### config.mk
export PLATFORM = sky130hd
export DESIGN_NAME = du_line_tx_sequencer_flat
export DESIGN_NICKNAME = d
export VERILOG_FILES = /design/src/rtl/du_line_tx_sequencer_pkg.sv /design/src/rtl/du_line_tx_sequencer_if.sv /design/src/rtl/du_sym_to_ascii_char.sv /design/src/rtl/du_line_tx_sequencer.sv /design/src/flat_wrapper.sv
export SDC_FILE = /design/constraint.sdc
export NUM_CORES = 1
export LEC_CHECK = 0
export BUFFER_PORTS_ARGS = -buffer_cell sky130_fd_sc_hd__buf_2
export CORE_ASPECT_RATIO = 0.5
export CORE_MARGIN = 2
export CORE_UTILIZATION = 60
export CTS_CLUSTER_SIZE = 28
export DETAILED_ROUTE_END_ITERATION = 12
export PLACE_DENSITY = 0.78
export RECOVER_POWER = 100
export SYNTH_ARGS = -nofsm -noshare
export SYNTH_HDL_FRONTEND = slang
export SYNTH_SLANG_ARGS = --single-unit
### constraint.sdc
create_clock -name i_clk -period 6 [get_ports i_clk]
set_clock_uncertainty 0.1 [all_clocks]
set_input_delay 1.2 -clock i_clk [delete_from_list [all_inputs] [get_ports i_clk]]
set_output_delay 1.2 -clock i_clk [all_outputs]
set_load 0.005 [all_outputs]
### src/rtl/du_line_tx_sequencer_pkg.sv
// Shared definitions for the line transmit sequencer slice.
//   - Calculator symbol codes and their width (shared with the display/arithmetic side).
//   - ASCII control characters appended to every transmitted line.
//   - FSM state encoding of the sequencer.
package du_line_tx_sequencer_pkg;

    localparam int DAU_SYM_WIDTH = 5;
    typedef logic [DAU_SYM_WIDTH-1:0] dau_sym_t;

    // Digits occupy codes 0..9 so the ASCII digit is {4'h3, code[3:0]}.
    localparam dau_sym_t DAU_SYM_0     = 5'h00;
    localparam dau_sym_t DAU_SYM_1     = 5'h01;
    localparam dau_sym_t DAU_SYM_2     = 5'h02;
    localparam dau_sym_t DAU_SYM_3     = 5'h03;
    localparam dau_sym_t DAU_SYM_4     = 5'h04;
    localparam dau_sym_t DAU_SYM_5     = 5'h05;
    localparam dau_sym_t DAU_SYM_6     = 5'h06;
    localparam dau_sym_t DAU_SYM_7     = 5'h07;
    localparam dau_sym_t DAU_SYM_8     = 5'h08;
    localparam dau_sym_t DAU_SYM_9     = 5'h09;
    // Operator range: low nibble equals the low nibble of the ASCII glyph
    // (0x2B '+', 0x2C ',', 0x2D '-'), so the byte is {4'h2, code[3:0]}.
    localparam dau_sym_t DAU_SYM_PLUS  = 5'h1B;
    localparam dau_sym_t DAU_SYM_MINUS = 5'h1D;
    localparam dau_sym_t DAU_SYM_BLANK = 5'h1F;

    localparam logic [7:0] DU_CHAR_CR   = 8'h0D;
    localparam logic [7:0] DU_CHAR_LF   = 8'h0A;
    localparam logic [7:0] DU_CHAR_NONE = 8'h00;

    typedef enum logic [2:0] {
        ST_IDLE,
        ST_FETCH,
        ST_EMIT_SYM,
        ST_EMIT_CR,
        ST_EMIT_LF
    } tx_state_t;

endpackage

### src/rtl/du_line_tx_sequencer_if.sv
// Symbol-in / byte-out bus of the line transmit sequencer.
//   i_sym_valid/i_symbol/o_sym_ready : symbol offer into the line buffer
//   i_line_end                       : single-cycle line commit strobe
//   o_char_valid/o_char/i_char_ready : ASCII byte stream to the UART sink
//   o_busy, o_overflow               : status
// master = symbol producer + byte sink side, slave = the sequencer.
interface du_line_tx_sequencer_if;
    import du_line_tx_sequencer_pkg::*;

    logic       i_sym_valid;
    dau_sym_t   i_symbol;
    logic       o_sym_ready;
    logic       i_line_end;
    logic       o_char_valid;
    logic [7:0] o_char;
    logic       i_char_ready;
    logic       o_busy;
    logic       o_overflow;

    modport master (
        output i_sym_valid, i_symbol, i_line_end, i_char_ready,
        input  o_sym_ready, o_char_valid, o_char, o_busy, o_overflow
    );

    modport slave (
        input  i_sym_valid, i_symbol, i_line_end, i_char_ready,
        output o_sym_ready, o_char_valid, o_char, o_busy, o_overflow
    );
endinterface

### src/rtl/du_sym_to_ascii_char.sv
// Combinational symbol-to-ASCII converter.
//   sym   : calculator symbol code
//   ascii : printable byte, or 0x00 when the symbol has no glyph
module du_sym_to_ascii_char
    import du_line_tx_sequencer_pkg::*;
(
    input  dau_sym_t   sym,
    output logic [7:0] ascii
);
    always_comb begin
        ascii = DU_CHAR_NONE;
        if (sym <= DAU_SYM_9)
            ascii = {4'h3, sym[3:0]};
        else if (sym >= DAU_SYM_PLUS && sym <= DAU_SYM_MINUS)
            ascii = {4'h2, sym[3:0]};
    end
endmodule

### src/rtl/du_line_tx_sequencer.sv
// Line transmit sequencer: collects symbols into a line buffer, and on a
// line-end strobe streams them as ASCII bytes followed by CR LF.
//   i_clk, i_rst : clock, synchronous active-high reset
//   bus (slave)  : symbol input, commit strobe, byte output, busy/overflow
module du_line_tx_sequencer
    import du_line_tx_sequencer_pkg::*;
#(
    parameter int LINE_DEPTH = 16
) (
    input  logic                   i_clk,
    input  logic                   i_rst,
    du_line_tx_sequencer_if.slave  bus
);
    localparam int CNT_W = $clog2(LINE_DEPTH + 1);
    localparam int IDX_W = $clog2(LINE_DEPTH);
    localparam logic [CNT_W-1:0] DEPTH_C = CNT_W'(LINE_DEPTH);

    dau_sym_t         line_buf [LINE_DEPTH];
    tx_state_t        state;
    logic [CNT_W-1:0] count;
    logic [CNT_W-1:0] rd_ptr;
    logic [CNT_W-1:0] rd_next;
    logic [CNT_W-1:0] count_wr;
    logic             sym_acc;
    logic             char_valid_q;
    logic [7:0]       char_q;
    logic             busy_q;
    logic             overflow_q;
    logic [7:0]       conv;

    assign bus.o_sym_ready  = !i_rst && state == ST_IDLE && count < DEPTH_C;
    assign bus.o_char_valid = char_valid_q;
    assign bus.o_char       = char_q;
    assign bus.o_busy       = busy_q;
    assign bus.o_overflow   = overflow_q;

    assign sym_acc  = bus.i_sym_valid && bus.o_sym_ready;
    // Count including a symbol written in the commit cycle itself.
    assign count_wr = count + CNT_W'(sym_acc);
    assign rd_next  = rd_ptr + CNT_W'(1);

    du_sym_to_ascii_char u_conv (
        .sym   (line_buf[rd_ptr[IDX_W-1:0]]),
        .ascii (conv)
    );

    // Line storage carries no reset: count alone says what is valid.
    always_ff @(posedge i_clk) begin
        if (sym_acc)
            line_buf[count[IDX_W-1:0]] <= bus.i_symbol;
    end

    always_ff @(posedge i_clk) begin
        if (i_rst) begin
            state        <= ST_IDLE;
            count        <= '0;
            rd_ptr       <= '0;
            char_valid_q <= 1'b0;
            char_q       <= DU_CHAR_NONE;
            busy_q       <= 1'b0;
            overflow_q   <= 1'b0;
        end else begin
            case (state)
                ST_IDLE: begin
                    count <= count_wr;
                    if (bus.i_sym_valid && count == DEPTH_C)
                        overflow_q <= 1'b1;
                    if (bus.i_line_end) begin
                        busy_q <= 1'b1;
                        rd_ptr <= '0;
                        if (count_wr == '0) begin
                            char_q       <= DU_CHAR_CR;
                            char_valid_q <= 1'b1;
                            state        <= ST_EMIT_CR;
                        end else begin
                            state <= ST_FETCH;
                        end
                    end
                end
                ST_FETCH: begin
                    rd_ptr <= rd_next;
                    if (conv == DU_CHAR_NONE) begin
                        // Unmapped symbol: drop it; CR directly if it was the last.
                        if (rd_next >= count) begin
                            char_q       <= DU_CHAR_CR;
                            char_valid_q <= 1'b1;
                            state        <= ST_EMIT_CR;
                        end
                    end else begin
                        char_q       <= conv;
                        char_valid_q <= 1'b1;
                        state        <= ST_EMIT_SYM;
                    end
                end
                ST_EMIT_SYM: begin
                    if (bus.i_char_ready) begin
                        if (rd_ptr < count) begin
                            char_valid_q <= 1'b0;
                            state        <= ST_FETCH;
                        end else begin
                            // Last symbol: CR follows with no bubble.
                            char_q <= DU_CHAR_CR;
                            state  <= ST_EMIT_CR;
                        end
                    end
                end
                ST_EMIT_CR: begin
                    if (bus.i_char_ready) begin
                        char_q <= DU_CHAR_LF;
                        state  <= ST_EMIT_LF;
                    end
                end
                ST_EMIT_LF: begin
                    if (bus.i_char_ready) begin
                        char_valid_q <= 1'b0;
                        count        <= '0;
                        rd_ptr       <= '0;
                        overflow_q   <= 1'b0;
                        busy_q       <= 1'b0;
                        state        <= ST_IDLE;
                    end
                end
                default: state <= ST_IDLE;
            endcase
        end
    end
endmodule

### src/flat_wrapper.sv
// flat-port wrapper written by rule: the top's interface ports become plain ports
module du_line_tx_sequencer_flat import du_line_tx_sequencer_pkg::*;
#(
    parameter int LINE_DEPTH = 16
)
  (i_clk, i_rst, bus_i_sym_valid, bus_i_symbol, bus_i_line_end, bus_i_char_ready, bus_o_sym_ready, bus_o_char_valid, bus_o_char, bus_o_busy, bus_o_overflow);
  du_line_tx_sequencer_if bus_i ();
  input  logic i_clk;
  input  logic i_rst;
  input wire logic [$bits(bus_i.i_sym_valid)-1:0] bus_i_sym_valid;
  input wire logic [$bits(bus_i.i_symbol)-1:0] bus_i_symbol;
  input wire logic [$bits(bus_i.i_line_end)-1:0] bus_i_line_end;
  input wire logic [$bits(bus_i.i_char_ready)-1:0] bus_i_char_ready;
  output wire logic [$bits(bus_i.o_sym_ready)-1:0] bus_o_sym_ready;
  output wire logic [$bits(bus_i.o_char_valid)-1:0] bus_o_char_valid;
  output wire logic [$bits(bus_i.o_char)-1:0] bus_o_char;
  output wire logic [$bits(bus_i.o_busy)-1:0] bus_o_busy;
  output wire logic [$bits(bus_i.o_overflow)-1:0] bus_o_overflow;
  assign bus_i.i_sym_valid = bus_i_sym_valid;
  assign bus_i.i_symbol = bus_i_symbol;
  assign bus_i.i_line_end = bus_i_line_end;
  assign bus_i.i_char_ready = bus_i_char_ready;
  assign bus_o_sym_ready = bus_i.o_sym_ready;
  assign bus_o_char_valid = bus_i.o_char_valid;
  assign bus_o_char = bus_i.o_char;
  assign bus_o_busy = bus_i.o_busy;
  assign bus_o_overflow = bus_i.o_overflow;
  du_line_tx_sequencer #(.LINE_DEPTH(LINE_DEPTH)) u_core (.i_clk(i_clk), .i_rst(i_rst), .bus(bus_i));
endmodule
==> flow_summary.json <==
{
  "period_share_pct": 72.5,
  "synth_top_area_cell": "edfxtp_1",
  "startpoint_type": "input pin",
  "worstReg2RegStart": "u_core.state[2]",
  "cpPeakStageDelay_ps": 770,
  "cts.sinks": 106,
  "vias": 3069,
  "fin_nets": 395,
  "synth_edf_count": 80,
  "grt_max_degree": 26,
  "layout-drive-gt1-share_pct": 13.3,
  "fin_tns_setup_ps": 0,
  "peakVddDrop_uv": 235,
  "cellLeakagePower_uw": 0.00177,
  "hold_path_class": "flop to flop",
  "core_mm2": 0.00746,
  "fillers": 501,
  "hold_buffers": 0,
  "synth_top_area_share_pct": 51.1,
  "antenna_found_initial": 0,
  "grt_pass1_vias": 2945,
  "drv_slew": 0,
  "cp_data_required_time_ps": 6150,
  "pre_cts_slack_ps": 1840,
  "num_rows": 22,
  "finalCriticalPeriod_ps": 4350,
  "regArea_mm2": 0.00292,
  "reg2reg_slack_ps": 2520,
  "reg2reg_depth": 12,
  "htreeDepth": 3,
  "dieHeight_um": 66.6,
  "ys.flop_type": "edfxtp_1",
  "clkLatencyLatePin_ps": 360,
  "hp-start": "u_core.bus.o_char[4]",
  "maxCapViolCount": 0,
  "cts_setup_buffers": 0,
  "num_antenna_cells": 0,
  "netlist_area_mm2": 0.00471,
  "fmax_mhz": 230,
  "outcome": "complete, no violations",
  "power-per-cell-area_mw_per_mm2": 342,
  "ys.warnings.count": 0,
  "die-area_mm2": 0.00861,
  "hold_viol": 0,
  "ant_nets": 0,
  "gr-total-overflow": 0,
  "routed_wl_um": 10200,
  "slowest_stage": "clkbuf_1",
  "critical_path_class": "input pin to flop",
  "area_growth_pct": 9.52,
  "globalRouteTotalUtil_pct": 26.2,
  "drc_errors": 0,
  "dp_hpwl_um": 6610,
  "cts_resized": 0,
  "clk_pin_slew_ps": 70,
  "cp-end-kind": "flop",
  "multi_input_area_mm2": 0.00166,
  "r2r_end": "u_core.bus.o_char[1]",
  "cts_tree": "done",
  "ys_seq_area_share_pct": 62.1,
  "finalSetupViolCount": 0,
  "tightest_slew_ps": 1070,
  "cts-buffers-inserted": 9,
  "fin_util_pct": 69.1,
  "hold-path-endpoint": "u_core.bus.o_char[4]",
  "synth_area_leaders": "edfxtp_1 51%, dfxtp_1 11%, mux4_2 9.6%",
  "path_cells": "clkbuf_1 > nor2_1 > and3_1 > and2_0 > ha_1 > a211o_1 > a21oi_1 > a21oi_1 > nor3_1 > a21oi_1 > nor2_1 > a31oi_1 > a22o_1",
  "crit_fanout": 25,
  "die_w_um": 129,
  "worst_slack_ps": 1650,
  "dpl-instance-area_mm2": 0.00487,
  "synth_cell_type_count": 49,
  "cp_common_cell": "a21oi_1",
  "post_drt_wl_per_cell_um": 21.1,
  "clockRootBuffer": "clkbuf_16",
  "first_pass_iters": 5,
  "port_buffers": 19,
  "async_flop_share_pct": 0,
  "detail_route.vias_per_cell": 6.33,
  "syn_inst": 356,
  "worst-path-buf-inv": 1,
  "avgSynthCellArea_um2": 13.2,
  "fin_area_mm2": 0.00515,
  "rsz0062_at_grt": "no",
  "crit_arrival_ps": 4500,
  "grt_pass1_wl_um": 16000,
  "synth.ff_latch_count": 106,
  "drtIter0Drc": 319,
  "relSlewSlack_pct": 28.5,
  "path_delay_family": "compound AO/OA/AOI/OAI gates",
  "hold_depth": 1,
  "ios": 22,
  "place_congestion": 0.835,
  "start_util_pct": 63.1,
  "clockBufferDepth": 2
}
==> layout by cell type (no fill, tap or decap), types with 3 or more instances in the layout <==
master     synthesis  routed
a21o_1             4       4
nor2_1            42      42
nor3_1             8       8
o22a_1             3       3
o21ai_0            9       9
nor2b_1            5       5
dfxtp_1           26      26
nand2b_1           4       4
nand4_1            4       4
mux4_2            20      20
edfxtp_1          80      80
inv_1             10      10
ha_1              13      13
a31oi_1            2       3
nand2_1           25      25
clkbuf_16          0       9
a21oi_1           18      18
a211oi_1           3       3
buf_2              2       9
clkbuf_1          10      10
a22oi_1           10      10
nand3_1           17      19
o22ai_1            3       3
==> cell families (layout without fill, tap and decap cells) <==
family,count (synthesis),count (layout),share of synthesized area (%)
XOR/XNOR,3,3,0.558
other,1,2,0.0797
multiplexers,21,21,9.78
AO/OA/AOI/OAI,63,63,8.88
flip-flops,106,106,62.1
adder cells (fa/ha/maj),13,13,3.46
AND/OR/NAND/NOR,123,123,12.7
buffers and inverters,26,46,2.45
==> power breakdown <==
part | total (uW) | internal, uW | switching (uW)
clock | 608 | 332 | 276
combinational | 302 | 133 | 168
sequential | 854 | 818 | 36.1
total | 1760 | 1280 | 481
==> sequential cells by signal, indices dropped and copies added (netlist names), named ones only <==
register,count
u_core.line_buf,80
u_core.count,5
u_core.bus.o_overflow,1
u_core.rd_ptr,5
u_core.state,3
u_core.bus.o_char,6
u_core.bus.o_char_valid,1
u_core.bus.o_busy,1
==> per-stage QoR <==
step	hold slack [ps]	total power (uW)	instances
after floorplan	351	1090	357
after global placement	334	1160	469
after detailed placement	343	1170	469
after CTS	369	1770	485
after global routing	400	1830	485
final	369	1760	485
==> worst register-to-register path, stage by stage (launching register included) <==
cell and delay (ps):
dfxtp_1 740, nor2_1 140, and3_1 240, and2_0 250, ha_1 280, a211o_1 300, a21oi_1 150, a21oi_1 80
nor3_1 350, a21oi_1 170, nor2_1 140, a31oi_1 150, a22o_1 290
==> Yosys cell counts (3+ instances only) <==
cell type   n
a21o_1      4
a21oi_1    18
o22a_1      3
clkbuf_1   10
inv_1      10
o21ai_0     9
edfxtp_1   80
nand3_1    17
ha_1       13
nand3_2     3
nand4_1     4
nand2_1    25
mux4_2     20
nand2b_1    4
a211oi_1    3
a22oi_1    10
dfxtp_1    26
nor2b_1     5
nor3_1      8
o22ai_1     3
nor2_1     42
==> routing by layer <==
metal | wire, um | GRT usage, % | share of wire [%]
met5 | 0 | 3.27 | 0
met4 | 250 | 9.92 | 2.4
met3 | 829 | 7.95 | 8.1
met2 | 4850 | 41.1 | 47
met1 | 4280 | 34.6 | 42
==> how the worst max path moves through the flow <==
| stage | startpoint | end | slack, ps | cells past startpoint |
|---|---|---|---|---|
| 3_5_place_dp | i_rst | u_core.bus.o_char_valid | 1840 | 12 |
| 2_1_floorplan | i_rst | u_core.bus.o_char_valid | 2520 | 12 |
| 5_1_grt | i_rst | u_core.bus.o_char_valid | 1290 | 12 |
| 3_3_place_gp | i_rst | u_core.bus.o_char[1] | 1970 | 13 |
| 6_report | i_rst | u_core.bus.o_char[1] | 1650 | 13 |
| 4_1_cts | i_rst | u_core.bus.o_char_valid | 2220 | 12 |
==> cell type report <==
class / instances / area share [%]
Sequential cell: 106 / 56.7
Multi-Input combinational cell: 225 / 32.1
Clock buffer: 9 / 4.37
Tap cell: 108 / 2.62
Timing Repair Buffer: 20 / 1.75
Clock inverter: 7 / 1.70
Inverter: 10 / 0.728
No activity file was read; power rests on OpenSTA's default activity.
